==> config.mk <==
export PLATFORM = sky130hd
export DESIGN_NAME = operand_fetch_wb
export DESIGN_NICKNAME = d
export VERILOG_FILES = /design/src/rtl/operand_fetch_wb.sv
export SDC_FILE = /design/constraint.sdc
export NUM_CORES = 1
export LEC_CHECK = 0
export CAP_MARGIN = 20
export CORE_ASPECT_RATIO = 0.6
export CORE_MARGIN = 1
export CORE_UTILIZATION = 55
export CTS_CLUSTER_SIZE = 30
export DETAILED_ROUTE_END_ITERATION = 8
export PLACE_DENSITY = 0.81
export SYNTH_ARGS = -nofsm -noshare
export SYNTH_HDL_FRONTEND = slang
export SYNTH_SLANG_ARGS = --single-unit
==> constraint.sdc <==
create_clock -name clk -period 3 [get_ports clk]
set_input_delay 0.3 -clock clk [delete_from_list [all_inputs] [get_ports clk]]
set_output_delay 0.3 -clock clk [all_outputs]
set_load 0.02 [all_outputs]
==> src/rtl/operand_fetch_wb.sv <==
// Operand fetch / writeback stage: eight-entry register file, one issue
// pipeline register feeding a combinational function unit, writeback with
// same-cycle forwarding, and a V/C/N/Z status register.

// One register-file entry; written only from the writeback path.
module operand_fetch_wb_cell #(
    parameter int WIDTH = 8
) (
    input  logic             clk,
    input  logic             rst,
    input  logic             we,
    input  logic [WIDTH-1:0] d,
    output logic [WIDTH-1:0] q
);

    // Capture writeback data when this entry is the active destination.
    always_ff @(posedge clk) begin
        if (rst)     q <= '0;
        else if (we) q <= d;
    end

endmodule

module operand_fetch_wb #(
    parameter  int WIDTH = 8,
    parameter  int NREG  = 8,
    localparam int AW    = $clog2(NREG)
) (
    input  logic             clk,
    input  logic             rst,
    input  logic             issue,
    input  logic [AW-1:0]    sa,
    input  logic [AW-1:0]    sb,
    input  logic [3:0]       fs_in,
    input  logic             mb,
    input  logic [WIDTH-1:0] const_in,
    input  logic [AW-1:0]    dst_in,
    input  logic             rw_in,
    input  logic [WIDTH-1:0] wb_data,
    input  logic [3:0]       wb_flags,
    output logic             op_valid,
    output logic [WIDTH-1:0] A,
    output logic [WIDTH-1:0] B,
    output logic [3:0]       FS,
    output logic [AW-1:0]    dst,
    output logic             rw,
    output logic [3:0]       status,
    input  logic [AW-1:0]    dbg_addr,
    output logic [WIDTH-1:0] dbg_data
);

    logic [NREG-1:0][WIDTH-1:0] regs;
    logic [NREG-1:0]            reg_we;
    logic                       wb_en;
    logic [WIDTH-1:0]           a_fwd;
    logic [WIDTH-1:0]           b_fwd;

    // The op in the pipeline register retires this cycle; its result is live.
    assign wb_en = op_valid & rw;

    genvar i;
    generate
        for (i = 0; i < NREG; i++) begin : g_reg
            assign reg_we[i] = wb_en && (dst == AW'(i));
            operand_fetch_wb_cell #(.WIDTH(WIDTH)) u_cell (
                .clk (clk),
                .rst (rst),
                .we  (reg_we[i]),
                .d   (wb_data),
                .q   (regs[i])
            );
        end
    endgenerate

    // Operand select: a result being written this cycle wins over the stale
    // register value, so a distance-1 dependent op sees it; the constant
    // path for B bypasses forwarding entirely.
    always_comb begin
        a_fwd = regs[sa];
        b_fwd = regs[sb];
        if (wb_en && (dst == sa)) a_fwd = wb_data;
        if (wb_en && (dst == sb)) b_fwd = wb_data;
        if (mb)                   b_fwd = const_in;
    end

    // Issue pipeline register; operand fields hold while idle.
    always_ff @(posedge clk) begin
        if (rst) begin
            op_valid <= 1'b0;
            A        <= '0;
            B        <= '0;
            FS       <= '0;
            dst      <= '0;
            rw       <= 1'b0;
        end else if (issue) begin
            op_valid <= 1'b1;
            A        <= a_fwd;
            B        <= b_fwd;
            FS       <= fs_in;
            dst      <= dst_in;
            rw       <= rw_in;
        end else begin
            op_valid <= 1'b0;
        end
    end

    // Status latches the unit's flags on retire; shifter ops (FS=11xx) leave it alone.
    always_ff @(posedge clk) begin
        if (rst)                            status <= '0;
        else if (op_valid && FS[3:2] != 2'b11) status <= wb_flags;
    end

    // Debug port reads the array directly: old value during the write cycle.
    assign dbg_data = regs[dbg_addr];

endmodule

==> run_results.csv, run 1 <==
group,metric,value,unit
outcome,status,"finished clean",
sta,drv_slew,0,
detailed_routing,drc,0,
global_route,grt_antenna_before_repair,0,
finish,area.growth.synth_to_final,23.42,%
clock_tree,cts_max_path_buffers,2,
clock_tree,post-cts-setup-buffers,0,
sta,fmax,375.9,MHz
power_and_ir_drop,clkPwrFrac,46.7,%
sta,rsz0062_at_grt,"no",
detailed_routing,via_per_inst,6.765,
detailed_routing,drtIter0Drc,467,
place,hpwl,10100,microns
setup_path,ff2ff_setup_slack,0.78,ns
global_route,grt_pass1_wl,23830,microns
power_and_ir_drop,p_leak,2.366,nW
min_path,worstHoldStart,"rst",
min_path,hold_path.class,"in -> reg",
clock_tree,cts_resized,0,
clock_tree,cts_buffers,9,
global_route,grt_max_degree,70,
setup_path,r2r_cells,4,
sta,report.final.hold_viol_count,0,
finish,final_layout_size_suffix_gt1_share,17.29,%
sta,finalSetupViolations,0,
setup_path,crit_type,"in -> out",
min_path,whs_path_depth,2,
power_and_ir_drop,switching_share,22.44,%
yosys,synth.distinct_cells,30,
clock_tree,cts_root_buf,"clkbuf_16",
detailed_routing,post_drt_wl_per_cell,23.06,microns
setup_path,cp_max_fo,16,
power_and_ir_drop,internal-power,2.320,mW
global_route,busiest_layer,"met2",
power_and_ir_drop,comb_power_share,10.7,%
sta,fin_ws,0.3400,ns
sta,timing.final.crit_share,88.67,%
sta,clock_skew,0.005783,ns
global_route,grt_usage,33.12,%
global_route,grt_use_met3,11.24,%
floorplanning,num_rows,26,
yosys,syn-cell-area,5064,sq um
floorplanning,fp.dieH,76.33,microns
power_and_ir_drop,p_switching,0.6713,mW
floorplanning,coreArea,8718,sq um
clock_tree,clkLatencyLatePin,0.35,ns
clock_tree,cts_tree,"done",
detailed_routing,antenna_left,0,
yosys,syn_nets,516,
power_and_ir_drop,cellPowerDensity,478.6,nW/um^2
setup_path,startpoint,"dbg_addr[0]",
floorplanning,fp.dieW,125.9,microns
global_route,globalRouteMet2Util,47.94,%
power_and_ir_drop,ir_worst_vdd,0.2957,mV
detailed_routing,drtPass1Iterations,5,
sta,tns,0,ns
global_route,grt_pass1_vias,4195,
global_route,met1_usage,46.07,%
floorplanning,initial_core_util,58.08,%
finish,diodes,0,
yosys,seq_area_frac_synth,36.77,%
yosys,ys_warn_count,0,
min_path,hold-path-endpoint,"g_reg[5].u_cell.q[4]$_SDFFE_PP0P_",
detailed_routing,dr_total_vias,4397,
setup_path,worstPathRequired,2.70,ns
yosys,netlist_instances,475,
flow_run,drv_cap,0,
sta,relSlewSlack,43.80,%
yosys,synth_seq_cells,93,
floorplanning,dieArea,9607,sq um
setup_path,r2r-start,"dst[1]$_SDFFE_PP0P_",
clock_tree,clkTransAtPathRegs,0.07,ns
yosys,avgSynthCellArea,10.66,sq um
global_route,grt-ovfl-total,0,
sta,worst_pin_slew,0.8406,ns
setup_path,cp.arrival,2.36,ns
power_and_ir_drop,seq_power_share,42.6,%
place,gp_congestion,0.9183,
clock_tree,cts_max_level,3,
sta,fin_crit,2.660,ns
detailed_routing,drt_wl_total,14990,microns
setup_path,worstSetupEndpointType,"primary output",
place,io_buffers,77,
setup_path,r2r-end,"g_reg[3].u_cell.q[7]$_SDFFE_PP0P_",
setup_path,cp-start-kind,"primary input",
floorplanning,ios,78,
place,pre_cts_slack,0.3359,ns
finish,layout.nets,575,
clock_tree,cts_sinks,93,
clock_tree,ctsHoldBuffers,0,
-- metal layers --
metal / up-vias / routed length [microns]
met1: 2154 / 6271
met2: 316 / 6434
met3: 42 / 1942
met5: - / 0
met4: 0 / 342
li1: 1885 / -
-- worst max-delay path by stage --
stage,slack [ns],cells past startpoint,endpoint
2_1_floorplan,1.05,4,dbg_data[0]
3_3_place_gp,0.37,5,dbg_data[0]
3_5_place_dp,0.34,5,dbg_data[1]
4_1_cts,0.34,5,dbg_data[1]
5_1_grt,0.30,5,dbg_data[6]
6_report,0.34,5,dbg_data[1]
-- cells in the mapped netlist --
cell      number  area [sq um]
nor3b_1        1         7.510
nor4_2         1         12.51
clkbuf_1      24         90.09
nor2_1        50         187.7
nand3b_1       3         22.52
nand2_1       36         135.1
nor3_4         2         32.53
mux4_1         8         210.2
nand2b_1       1         6.260
o21ai_0       41         205.2
mux4_2        40         900.9
dfxtp_1       93          1862
or4_1          1         7.510
xor2_1         6         52.55
a21boi_1       1         7.510
mux2i_1       60         600.6
buf_4          2         15.01
buf_6          2         22.52
buf_2         12         60.06
o22ai_1        7         43.79
mux2_2        16         180.2
buf_12         1         20.02
clkinv_1       1         3.750
o41ai_2        1         16.27
a211oi_1       8         60.06
buf_1          6         22.52
a22oi_1        8         60.06
nand4b_1       1         8.760
a21oi_1       40         200.2
nand3_1        2         10.01
-- cell usage in the layout, fill, tap and decap left out --
cell type / n
a211oi_1: 8
a21boi_1: 1
a21oi_1: 40
a22oi_1: 8
buf_12: 1
buf_2: 1
buf_4: 17
bufinv_16: 4
clkbuf_1: 1
clkbuf_16: 9
clkbuf_8: 1
clkdlybuf4s50_1: 76
clkinv_1: 1
dfxtp_1: 93
mux2_2: 16
mux2i_1: 60
mux4_1: 8
mux4_2: 40
nand2_1: 36
nand2b_1: 1
nand3_1: 2
nand3b_1: 3
nand4b_1: 1
nor2_1: 50
nor3_4: 2
nor3b_1: 1
nor4_2: 1
o21ai_0: 41
o22ai_1: 7
o41ai_2: 1
or4_1: 1
xor2_1: 6
-- power groups by stage --
stage	registers, mW	logic [mW]	clock network, mW
4_1_cts	1.27	0.315	1.40
3_5_place_dp	1.30	0.313	0
6_report	1.28	0.320	1.40
5_1_grt	1.28	0.336	1.45
2_1_floorplan	1.31	0.172	0
3_3_place_gp	1.30	0.307	0
-- worst max-delay path, cell delays in order --
cell	delay, ns
clkdlybuf4s50_1	0.50
buf_12	0.19
mux4_2	0.52
mux2_2	0.29
clkdlybuf4s50_1	0.55
-- per-stage QoR --
stage	hold slack, ns	util (%)	cells	total power, mW	instance area [sq um]
CTS	0.3331	71.68	650	2.989	6250
global placement	0.4727	67.52	635	1.608	5887
detailed placement	0.4872	67.52	635	1.616	5887
floorplan	0.4469	-	475	1.485	5064
global route	0.3623	71.68	650	3.066	6250
finish	0.3411	71.68	650	2.991	6250
-- cell families (layout without fill, tap and decap cells) --
family | after synthesis | in the layout | share of synthesized area, %
mux | 124 | 124 | 37.36
compound gates | 106 | 106 | 11.71
simple gates | 98 | 98 | 8.500
flops | 93 | 93 | 36.77
buf+inv | 48 | 111 | 4.621
xor+xnor | 6 | 6 | 1.038
-- final cells by class --
class                      instances  area [sq um]
multi-input combinational        334          2968
fill                             621          2469
sequential                        93          1862
timing repair buffer              95         913.4
clock buffer                      11         242.7
tap                              112         140.1
clock inverter                     4         120.1
inverter                           1         3.754
-- sequential cells by signal, summed over array words and instances (netlist names) --
register    cells
A               8
B               8
FS              4
dst             3
g.u_cell.q     64
op_valid        1
rw              1
status          4
Note: power is estimated with default switching activity, not from simulation.
==> inputs of run 2 (changes only) <==
CORE_UTILIZATION = 59   (was 55)
PLACE_DENSITY = 0.86   (was 0.81)
==> run 2 against run 1 <==
  * Worst hold slack gained 0.11 ns
  * Cell area shrank 1.5%
  * Clock power shrank 16%
  * Die area shrank 6.6%
  * First-iteration DRC count grew 7.5%
  * Sequential power is essentially flat
  * Non-clock buffer count shrank 3
  * Global-route usage grew 4.1 points
  * Final cell count shrank 0.92%
  * Critical path type unchanged
  * Critical endpoint is now dbg_data[7]
  * Largest cell class unchanged
  * Highest routed layer is now met5
==> run_results.csv, run 2 (synthesized netlist as in run 1, its figures left out) <==
group,metric,value,unit
floorplanning,fp.dieW,121.6,microns
floorplanning,fp.dieH,73.76,microns
clock_tree,cts_resized,0,
finish,fin_cells,644,
global_route,grt_usage,37.20,%
power_and_ir_drop,cellPowerDensity,449.0,nW/um^2
sta,rsz0062_at_grt,"no",
place,pre_cts_slack,0.3260,ns
setup_path,worst_path_largest_cell_delay,0.55,ns
clock_tree,cts_root_buf,"clkbuf_16",
setup_path,path_delay_family,"buffers and inverters",
finish,area.growth.synth_to_final,21.62,%
sta,worst_pin_slew,0.8941,ns
floorplanning,initial_core_util,62.50,%
detailed_routing,post_drt_wl_per_cell,24.41,microns
clock_tree,cts_max_level,3,
sta,fin_ws,0.3157,ns
finish,final_layout_size_suffix_gt1_share,17.16,%
setup_path,r2r_cells,4,
clock_tree,cts_buffers,9,
clock_tree,clkLatencyLatePin,0.36,ns
detailed_routing,drc,0,
setup_path,cp_max_fo,16,
sta,whs,0.4498,ns
setup_path,cpMostUsedCell,"clkdlybuf4s50_1",
finish,top_register,"g.u_cell.q",
place,dp.cells,628,
setup_path,path_cells,"clkdlybuf4s50_1 -> buf_12 -> mux4_2 -> mux2_2 -> clkdlybuf4s50_1",
place,hpwl,10380,microns
sta,fmax,372.5,MHz
flow_run,drv_cap,0,
power_and_ir_drop,ir_worst_vdd,0.3486,mV
sta,tns,0,ns
floorplanning,num_rows,25,
global_route,grt_pass1_wl,24030,microns
detailed_routing,antenna_left,0,
finish,layout_commonest_cell,"dfxtp_1",
sta,drv_slew,0,
detailed_routing,drt_wl_total,15720,microns
min_path,whs_path_depth,2,
place,postPlaceCellArea,5859,sq um
floorplanning,coreArea,8102,sq um
setup_path,cp.arrival,2.38,ns
finish,reg_top3,"g.u_cell.q (64), A (8), B (8)",
floorplanning,dieArea,8969,sq um
clock_tree,post-cts-setup-buffers,0,
outcome,status,"finished clean",
clock_tree,cts_max_path_buffers,2,
floorplanning,ios,78,
min_path,hold_path.class,"in -> reg",
setup_path,worstPathRequired,2.70,ns
finish,largest_register_ffs,64,
global_route,grt_max_degree,57,
sta,report.final.hold_viol_count,0,
clock_tree,cts_tree,"done",
detailed_routing,via_per_inst,6.922,
global_route,grt_pass1_vias,4373,
setup_path,worstSetupEndpointType,"primary output",
finish,fin_area,6158,sq um
global_route,grt_antenna_before_repair,0,
sta,timing.final.crit_share,89.48,%
clock_tree,clkTransAtPathRegs,0.07,ns
setup_path,crit_buf_inv,3,
global_route,grt-ovfl-total,0,
clock_tree,ctsHoldBuffers,0,
setup_path,slowest_stage,"mux4_2",
setup_path,cp_num_cells,5,
setup_path,crit_type,"in -> out",
detailed_routing,drtIter0Drc,502,
finish,diodes,0,
clock_tree,cts_sinks,93,
place,gp_congestion,0.9154,
sta,finalSetupViolations,0,
finish,mostFrequentLayoutCells,"dfxtp_1 (93), clkdlybuf4s50_1 (76), mux2i_1 (60)",
place,io_buffers,77,
finish,layout.nets,572,
sta,clock_skew,0.006344,ns
setup_path,cp-start-kind,"primary input",
power_and_ir_drop,p_leak,2.321,nW
sta,relSlewSlack,40.17,%
detailed_routing,drtPass1Iterations,6,
sta,fin_crit,2.684,ns
detailed_routing,dr_total_vias,4458,
[run 2: changes by cell type in the layout (fill, tap and decap cells not counted), sizes merged]
cell      before  now
clkbuf        11    9
clkinv         1    4
bufinv         4    1
inv            0    2
buf           19   16
clkinvlp       0    1
[run 2: path summary, 6_finish.rpt]
path	start	to	slack, ns
max	dbg_addr[0]	dbg_data[7]	0.32
min	rst	dst[2]$_SDFFE_PP0P_	0.45
max reg2reg	dst[1]$_SDFFE_PP0P_	g_reg[7].u_cell.q[2]$_SDFFE_PP0P_	0.68
min reg2reg	A[4]$_SDFFE_PP0P_	A[4]$_SDFFE_PP0P_	0.50
[run 2: layout make-up]
class	count	area [sq um]
Clock buffer	9	225.2
Clock inverter	7	73.82
Fill cell	525	1943
Inverter	1	3.754
Multi-Input combinational cell	334	2968
Sequential cell	93	1862
Tap cell	108	135.1
Timing Repair Buffer	92	890.9
[run 2: power breakdown]
group	switching, mW	total [mW]	internal (mW)
registers	0.0215	1.27	1.25
logic	0.176	0.323	0.147
clock network	0.517	1.17	0.650
[run 2: metrics by stage]
step	total power, mW	util [%]
2_1_floorplan	1.485	-
4_1_cts	2.763	76.02
3_3_place_gp	1.605	72.32
3_5_place_dp	1.615	72.32
5_1_grt	2.830	76.02
6_report	2.765	76.02
[run 2: layer usage]
| layer | vias to the layer above | wire length, microns | global-route usage, % |
|---|---|---|---|
| li1 | 1885 | - | - |
| met1 | 2121 | 5939 | 46.04 |
| met2 | 371 | 6861 | 56.44 |
| met3 | 79 | 2308 | 15.37 |
| met4 | 2 | 575 | 17.97 |
| met5 | - | 37 | 3.409 |
==> inputs of run 3 (changes only) <==
SLEW_MARGIN = 15   (was unset)
==> results of run 3 <==
No change in the layout: final DEF, timing and power equal those of run 2.
